`src/rtl/id_hazard_scoreboard.sv`:
```
// ID-stage hazard/forwarding scoreboard: per-stage record of in-flight rd writes (EX..WB).
// Build option ID_HAZ_FWD_EN enables operand forwarding; without it, any non-WB match stalls.
module id_hazard_scoreboard #(
   parameter int NUM_STAGES = 3,
   parameter int REG_W      = 5,
   parameter int SEL_W      = $clog2(NUM_STAGES + 1)
) (
   input  logic             clk,
   input  logic             rst_n,
   input  logic             id_valid,
   input  logic [REG_W-1:0] id_rs1,
   input  logic             id_rs1_used,
   input  logic [REG_W-1:0] id_rs2,
   input  logic             id_rs2_used,
   input  logic             id_rs2_late,
   input  logic [REG_W-1:0] id_rd,
   input  logic             id_rd_we,
   input  logic [SEL_W-1:0] id_rdy_stage,
   input  logic             hold,
   input  logic             flush,
   output logic             stall,
   output logic             issue,
   output logic [SEL_W-1:0] fwd_sel_rs1,
   output logic [SEL_W-1:0] fwd_sel_rs2,
   output logic [SEL_W-1:0] inflight_cnt
);

   // Index k: 1 = EX ... NUM_STAGES = WB. v is only set for real (we=1, rd!=0) writes.
   logic [NUM_STAGES:1] v_q, v_d;
   logic [REG_W-1:0]    rd_q [1:NUM_STAGES];
   logic [REG_W-1:0]    rd_d [1:NUM_STAGES];

   logic             hit1, hit2;
   logic [SEL_W-1:0] k1, k2;
   logic             haz1, haz2;

`ifdef ID_HAZ_FWD_EN
   logic [SEL_W-1:0] rdy_q [1:NUM_STAGES];
   logic [SEL_W-1:0] rdy_d [1:NUM_STAGES];
   logic [SEL_W-1:0] rdy1, rdy2, rdy_in;
   logic [SEL_W:0]   need2;
`endif

   // Scan oldest to youngest so the youngest matching entry is the one left standing.
   always_comb begin
      hit1 = 1'b0;
      hit2 = 1'b0;
      k1   = '0;
      k2   = '0;
`ifdef ID_HAZ_FWD_EN
      rdy1 = '0;
      rdy2 = '0;
`endif
      for (int k = NUM_STAGES; k >= 1; k--) begin
         if (id_rs1_used && id_rs1 != '0 && v_q[k] && rd_q[k] == id_rs1) begin
            hit1 = 1'b1;
            k1   = SEL_W'(k);
`ifdef ID_HAZ_FWD_EN
            rdy1 = rdy_q[k];
`endif
         end
         if (id_rs2_used && id_rs2 != '0 && v_q[k] && rd_q[k] == id_rs2) begin
            hit2 = 1'b1;
            k2   = SEL_W'(k);
`ifdef ID_HAZ_FWD_EN
            rdy2 = rdy_q[k];
`endif
         end
      end
   end

`ifdef ID_HAZ_FWD_EN
   // Store data is consumed one stage later, so it tolerates one more stage of latency.
   assign need2       = {1'b0, k2} + {{SEL_W{1'b0}}, id_rs2_late};
   assign haz1        = hit1 && (rdy1 > k1);
   assign haz2        = hit2 && ({1'b0, rdy2} > need2);
   assign fwd_sel_rs1 = k1;
   assign fwd_sel_rs2 = k2;
   assign rdy_in      = (id_rdy_stage == '0 || id_rdy_stage > SEL_W'(NUM_STAGES))
                        ? SEL_W'(NUM_STAGES) : id_rdy_stage;
`else
   // Regfile is written in the first half of WB here, so only pre-WB matches stall.
   logic unused_cfg;
   assign unused_cfg  = ^{id_rdy_stage, id_rs2_late};
   assign haz1        = hit1 && (k1 < SEL_W'(NUM_STAGES));
   assign haz2        = hit2 && (k2 < SEL_W'(NUM_STAGES));
   assign fwd_sel_rs1 = '0;
   assign fwd_sel_rs2 = '0;
`endif

   // stall: ID holds its instruction. issue: the ID instruction is accepted into EX this
   // cycle; it is the only event that inserts a live entry, everything else inserts a bubble.
   assign stall = id_valid && (haz1 || haz2);
   assign issue = id_valid && !stall && !hold && !flush;

   always_comb begin
      v_d  = v_q;
      rd_d = rd_q;
`ifdef ID_HAZ_FWD_EN
      rdy_d = rdy_q;
`endif
      if (!hold) begin
         for (int k = 2; k <= NUM_STAGES; k++) begin
            v_d[k]  = v_q[k-1] && !(k == 2 && flush);
            rd_d[k] = rd_q[k-1];
`ifdef ID_HAZ_FWD_EN
            rdy_d[k] = rdy_q[k-1];
`endif
         end
         v_d[1]  = issue && id_rd_we && (id_rd != '0);
         rd_d[1] = id_rd;
`ifdef ID_HAZ_FWD_EN
         rdy_d[1] = rdy_in;
`endif
      end
   end

   always_ff @(posedge clk or negedge rst_n) begin
      if (!rst_n) begin
         v_q <= '0;
         for (int k = 1; k <= NUM_STAGES; k++) begin
            rd_q[k] <= '0;
`ifdef ID_HAZ_FWD_EN
            rdy_q[k] <= '0;
`endif
         end
      end else begin
         v_q  <= v_d;
         rd_q <= rd_d;
`ifdef ID_HAZ_FWD_EN
         rdy_q <= rdy_d;
`endif
      end
   end

   always_comb begin
      inflight_cnt = '0;
      for (int k = 1; k <= NUM_STAGES; k++) begin
         inflight_cnt = inflight_cnt + SEL_W'(v_q[k]);
      end
   end

endmodule

```
`config.mk`:
```
export PLATFORM = sky130hd
export DESIGN_NAME = id_hazard_scoreboard
export DESIGN_NICKNAME = d
export VERILOG_FILES = /design/src/rtl/id_hazard_scoreboard.sv
export SDC_FILE = /design/constraint.sdc
export NUM_CORES = 1
export LEC_CHECK = 0
export CORE_MARGIN = 2
export CORE_UTILIZATION = 35
export DETAILED_ROUTE_END_ITERATION = 8
export GPL_ROUTABILITY_DRIVEN = 0
export HOLD_SLACK_MARGIN = 0.1
export PLACE_DENSITY = 0.67
export SKIP_CTS_REPAIR_TIMING = 1
export SYNTH_ARGS = -nofsm -noshare
export SYNTH_HDL_FRONTEND = slang
export SYNTH_SLANG_ARGS = --single-unit
```
`constraint.sdc`:
```
create_clock -name clk -period 3.8 [get_ports clk]
set_input_delay 0.76 -clock clk [delete_from_list [all_inputs] [get_ports clk]]
set_output_delay 0.76 -clock clk [all_outputs]
set_load 0.02 [all_outputs]
```
# Word level (Yosys, flattened, before mapping)
# Cells that the tools add are included.
[classes]
n_reduce_logical = 30
muxes = 12
add_sub_neg = 2
magnitude_cmp = 2
n_eq_ne = 6
[op_table]
columns = ["cell", "count"]
rows = [
  ["== test 5 bit", 6],
  ["logical AND 1 bit", 23],
  ["nonzero test 5 bit", 3],
  ["two-way mux 2 bit", 6],
  ["two-way mux 1 bit", 6],
  ["less-than comparator 2 bit (second input constant)", 2],
  ["logical NOT 1 bit", 3],
  ["adder 1 x 1 -> 2 bit", 1],
  ["adder 2 x 1 -> 2 bit", 1],
  ["logical OR 1 bit", 1],
]
[word_totals]
elab_cells = 56
reg_bits = 18
in_bits = 26
out_inout_bits = 8

# Logic depth before layout (Yosys ltp)
[depth]
depth_word = 17
ltp_mapped = 5
ltp_nobuf = 5

# Worst setup path after synthesis
# OpenSTA, ideal clock, no wires.
[synth_timing]
kind = "input -> output"
from = "input port id_rs2[0]"
to = "output port issue"
arrival_ns = 1.830
stages = 4
path_buffers = 0
required_ns = 3.040
path_slack_ns = 1.210
path_cell_list = "or4_1 -> o21ai_1 -> o22ai_2 -> nor2_1"
[synth_between]
elab_chain_len = 15
elab_cells_between_ends = 25
classes_between = "1 x order compare; 3 x eq/ne; 6 x mux; 15 x reduce/logical"
[synth_lines]
columns = ["item", "line", "text"]
rows = [
  ["start, declared", "13", "input logic [REG_W-1:0] id_rs2,"],
  ["nonzero test 5 bit", "62", "if (id_rs2_used && id_rs2 != '0 && v_q[k] && rd_q[k] == id_rs2) begin"],
  ["logical AND 1 bit (3 in series)", "62", ""],
  ["two-way mux 2 bit (3 in series)", "62", ""],
  ["less-than comparator 2 bit", "86", "assign haz2 = hit2 && (k2 < SEL_W'(NUM_STAGES));"],
  ["logical AND 1 bit *", "86", ""],
  ["logical OR 1 bit *", "93", "assign stall = id_valid && (haz1 || haz2);"],
  ["logical AND 1 bit *", "93", ""],
  ["logical NOT 1 bit *", "94", "assign issue = id_valid && !stall && !hold && !flush;"],
  ["logical AND 1 bit * (3 in series)", "94", ""],
  ["end, declared", "22", "output logic issue,"],
]
# Every way passes the cells marked *; elsewhere a longest branch is shown, timed or not.

# Worst setup path in the final report
[layout_timing]
from = "input port id_rs1[0]"
to = "output port stall"
[layout_between]
elab_chain_len = 11
elab_cells_between_ends = 21
classes_between = "1 x order compare; 3 x eq/ne; 6 x mux; 11 x reduce/logical"
[layout_lines]
columns = ["item", "line", "text"]
rows = [
  ["start, declared", "11", "input logic [REG_W-1:0] id_rs1,"],
  ["nonzero test 5 bit", "55", "if (id_rs1_used && id_rs1 != '0 && v_q[k] && rd_q[k] == id_rs1) begin"],
  ["logical AND 1 bit (3 in series)", "55", ""],
  ["two-way mux 2 bit (3 in series)", "55", ""],
  ["less-than comparator 2 bit", "85", "assign haz1 = hit1 && (k1 < SEL_W'(NUM_STAGES));"],
  ["logical AND 1 bit *", "85", ""],
  ["logical OR 1 bit *", "93", ""],
  ["logical AND 1 bit *", "93", ""],
  ["end, declared", "21", "output logic stall,"],
]
# Marks and branches as above.

==> summary.txt <==
Power
  • Clock Power Share: 0.248
  • Logic pwr share: 0.259
  • Register share of total power: 0.493
  • Internal: 247.6 µW
  • Sw Share: 0.2938
  • LEAKAGE: 0.4653 nW
  • Tot Pwr: 350.6 µW
  • Maximum VDD drop: 0.1790 mV
  • Power Density: 304.9 mW/mm²
  • P_sw: 103.0 µW

Global routing
  • Number of global-route vias before repair: 688
  • Grt ovf: 0
  • Global-route wire length before repair: 2870 µm
  • Initial antenna violation count: 0
  • Pin count of the biggest net entering global routing: 16
  • Gr usage total: 0.1446

Detailed routing
  • Iter 0 DRT Violations: 7
  • M1 WL: 743 µm
  • Top sig layer: met4
  • DRC viols: 0
  • First-pass iteration count of the detailed router: 4
  • Met2 routed WL: 787 µm
  • WL final: 1685 µm
  • Vias per cell: 4.871
  • Via count: 643
  • Met3 WL post-DR: 111 µm
  • Drt wl/cell: 12.77 µm
  • Antenna Nets Post-Route: 0

STA
  • Worst hold slack: 0.5219 ns
  • Period utilisation layout: 0.9477
  • Setup Viol. Count Final: 0
  • Final hold vios: 0
  • Minimum clock period: 3.601 ns
  • Max-slew headroom: 0.6074
  • Setup TNS: 0 ns
  • Clk_skew: 0.0009930 ns
  • RSZ-0062 raised after global routing: no
  • Fin. max-slew vios: 0
  • Fmax: 277.7 MHz
  • Worst slew pin tran: 0.5871 ns

Yosys
  • Synth Instances: 76
  • Seq cells post-synth: 13
  • Syn_area_per_cell: 11.24 µm²
  • Warnings from Yosys: 0
  • Yosys cell types: 22
  • Mapped Area: 854.6 µm²
  • Register area share after synthesis: 0.3807

Setup path
  • Crit Path Category: input pin to primary output
  • CP Launch Type: input pin
  • Cell repeated most along the worst path: clkdlybuf4s50_1
  • Crit-path max FO: 3
  • CP arrival: 2.84 ns
  • Slowest stage delay, CP: 0.60 ns
  • Delay-heaviest family, CP: buffers and inverters
  • Crit-path slowest cell: clkdlybuf4s50_1
  • CP endpoint kind: primary output
  • CP Buf/Inv Count: 2
  • Worst-path cell chain: clkdlybuf4s50_1, xor2_1, nor4_1, a32oi_1, o22ai_2, and2_1, clkdlybuf4s50_1
  • Critical Path RT: 3.04 ns

Die
  • IO Count: 34
  • Row count: 17
  • Core area: 0.002255 mm²
  • Full die area: 0.002853 mm²
  • Die Span Y: 53.41 µm
  • Initial Util: 0.3790
  • Die width: 53.41 µm

CTS
  • Root buf cell: clkbuf_4
  • H-tree depth: 1
  • Clock latency at the later pin of the worst-skew pair: 0.28 ns
  • CTS max path bufs: 2
  • TritonCTS clock tree: yes
  • CTS Buf Count: 3
  • Clk slew on worst S/H paths: 0.08 ns
  • Clock Sinks: 13

Final layout
  • Share of layout cells above drive strength 1: 0.07692
  • P&R area growth vs syn: 34.55%
  • Multi-input gate area: 495.5 µm²
  • FILL cells: 220
  • Most frequent cells in the layout: 26 x clkdlybuf4s50_1, 16 x xor2_1, 13 x dfrtp_1, 11 x mux2_1
  • Post-route insts no fill: 132
  • Nets: 132
  • Register area: 325.3 µm²
  • Commonest non-fill, non-tap cell in the layout: clkdlybuf4s50_1
  • ANT cells: 0

Placement
  • Port bufs: 26
  • Placed Cells: 128

Status
  • Status: finished, final reports clean

Hold path
  • Worst hold path type: flop to flop

Job
  • Max cap viols: 0
==> Yosys cell counts <==
cell / instances / area share
nor4_1: 4 / 0.029
or4_4: 1 / 0.013
fa_1: 1 / 0.023
o31ai_2: 1 / 0.015
xor2_1: 16 / 0.16
nand2_1: 3 / 0.013
o21ai_0: 1 / 0.0059
o21ai_2: 1 / 0.010
dfrtp_1: 13 / 0.38
nor2_1: 2 / 0.0088
clkbuf_1: 1 / 0.0044
mux2_1: 11 / 0.14
xnor2_1: 4 / 0.041
or4_1: 2 / 0.018
o21ai_1: 2 / 0.012
buf_4: 4 / 0.035
nand2b_1: 1 / 0.0073
a32oi_1: 2 / 0.021
and2_1: 3 / 0.022
buf_6: 1 / 0.013
conb_1: 1 / 0.0044
o22ai_2: 1 / 0.015
==> worst register-to-register path, cell delays in order, from the launching register on <==
cell and delay [ns]:
dfrtp_1 0.44, xor2_1 0.16, nor4_1 0.26, a32oi_1 0.15
o22ai_2 0.22, o31ai_2 0.10
==> flip-flops by register name, summed over array words and instances (netlist names) <==
| name | flops |
|---|---|
| rd_q | 10 |
| v_q | 3 |
==> power by group through the flow <==
stage	Clock [mW]	Combinational [mW]	Sequential (mW)
after floorplan	0	0.0563	0.170
after global placement	0	0.0904	0.176
after detailed placement	0	0.0926	0.176
after CTS	0.0910	0.0928	0.173
after global routing	0.0968	0.102	0.176
final	0.0869	0.0910	0.173
==> cell type report <==
type                    count  share of cell area
well taps                  28             0.03047
repair buffers             27              0.2329
clock buffers               4             0.02285
flip-flops and latches     13              0.2829
multi-input cells          60              0.4309
==> metal layers <==
metal / GRT usage / up-vias
met3: 0.02825 / 5
met2: 0.2510 / 26
met5: 0 / -
li1: - / 314
met4: 0.08974 / 0
met1: 0.1594 / 298
==> logic make-up (layout without fill, tap and decap cells) <==
family | after synthesis | after routing | share of synthesized area
xor gates and xnor gates | 20 | 20 | 0.2050
and+or+nand+nor | 16 | 16 | 0.1113
DFF | 13 | 13 | 0.3807
muxes | 11 | 11 | 0.1450
AOI/OAI and AO/OA | 8 | 8 | 0.07759
buffers and inverters | 6 | 31 | 0.05270
adders and majority gates | 1 | 1 | 0.02343
other | 1 | 4 | 0.004388
==> per-stage QoR <==
stage,cell area (µm²),setup slack (ns),util
global placement,1124,0.2070,0.4983
finish,1150,0.1988,0.5100
detailed placement,1124,0.1845,0.4983
CTS,1150,0.1817,0.5100
floorplan,865.8,1.210,-
global route,1150,0.09192,0.5100
==> final timing paths <==
check	startpoint	endpoint	slack, ns	cells past startpoint
worst max-delay path	id_rs1[0]	stall	0.20	7
worst min-delay path	v_q[3]	v_q[3]	0.52	1
worst max register to register	rd_q[10]	v_q[1]	2.35	5
worst min register to register	v_q[3]	v_q[3]	0.52	1
max in group asynchronous	rst_n	rd_q[7]	2.57	1
min in group asynchronous	rst_n	rd_q[12]	0.85	1
Power figures use the tool's default switching activity.
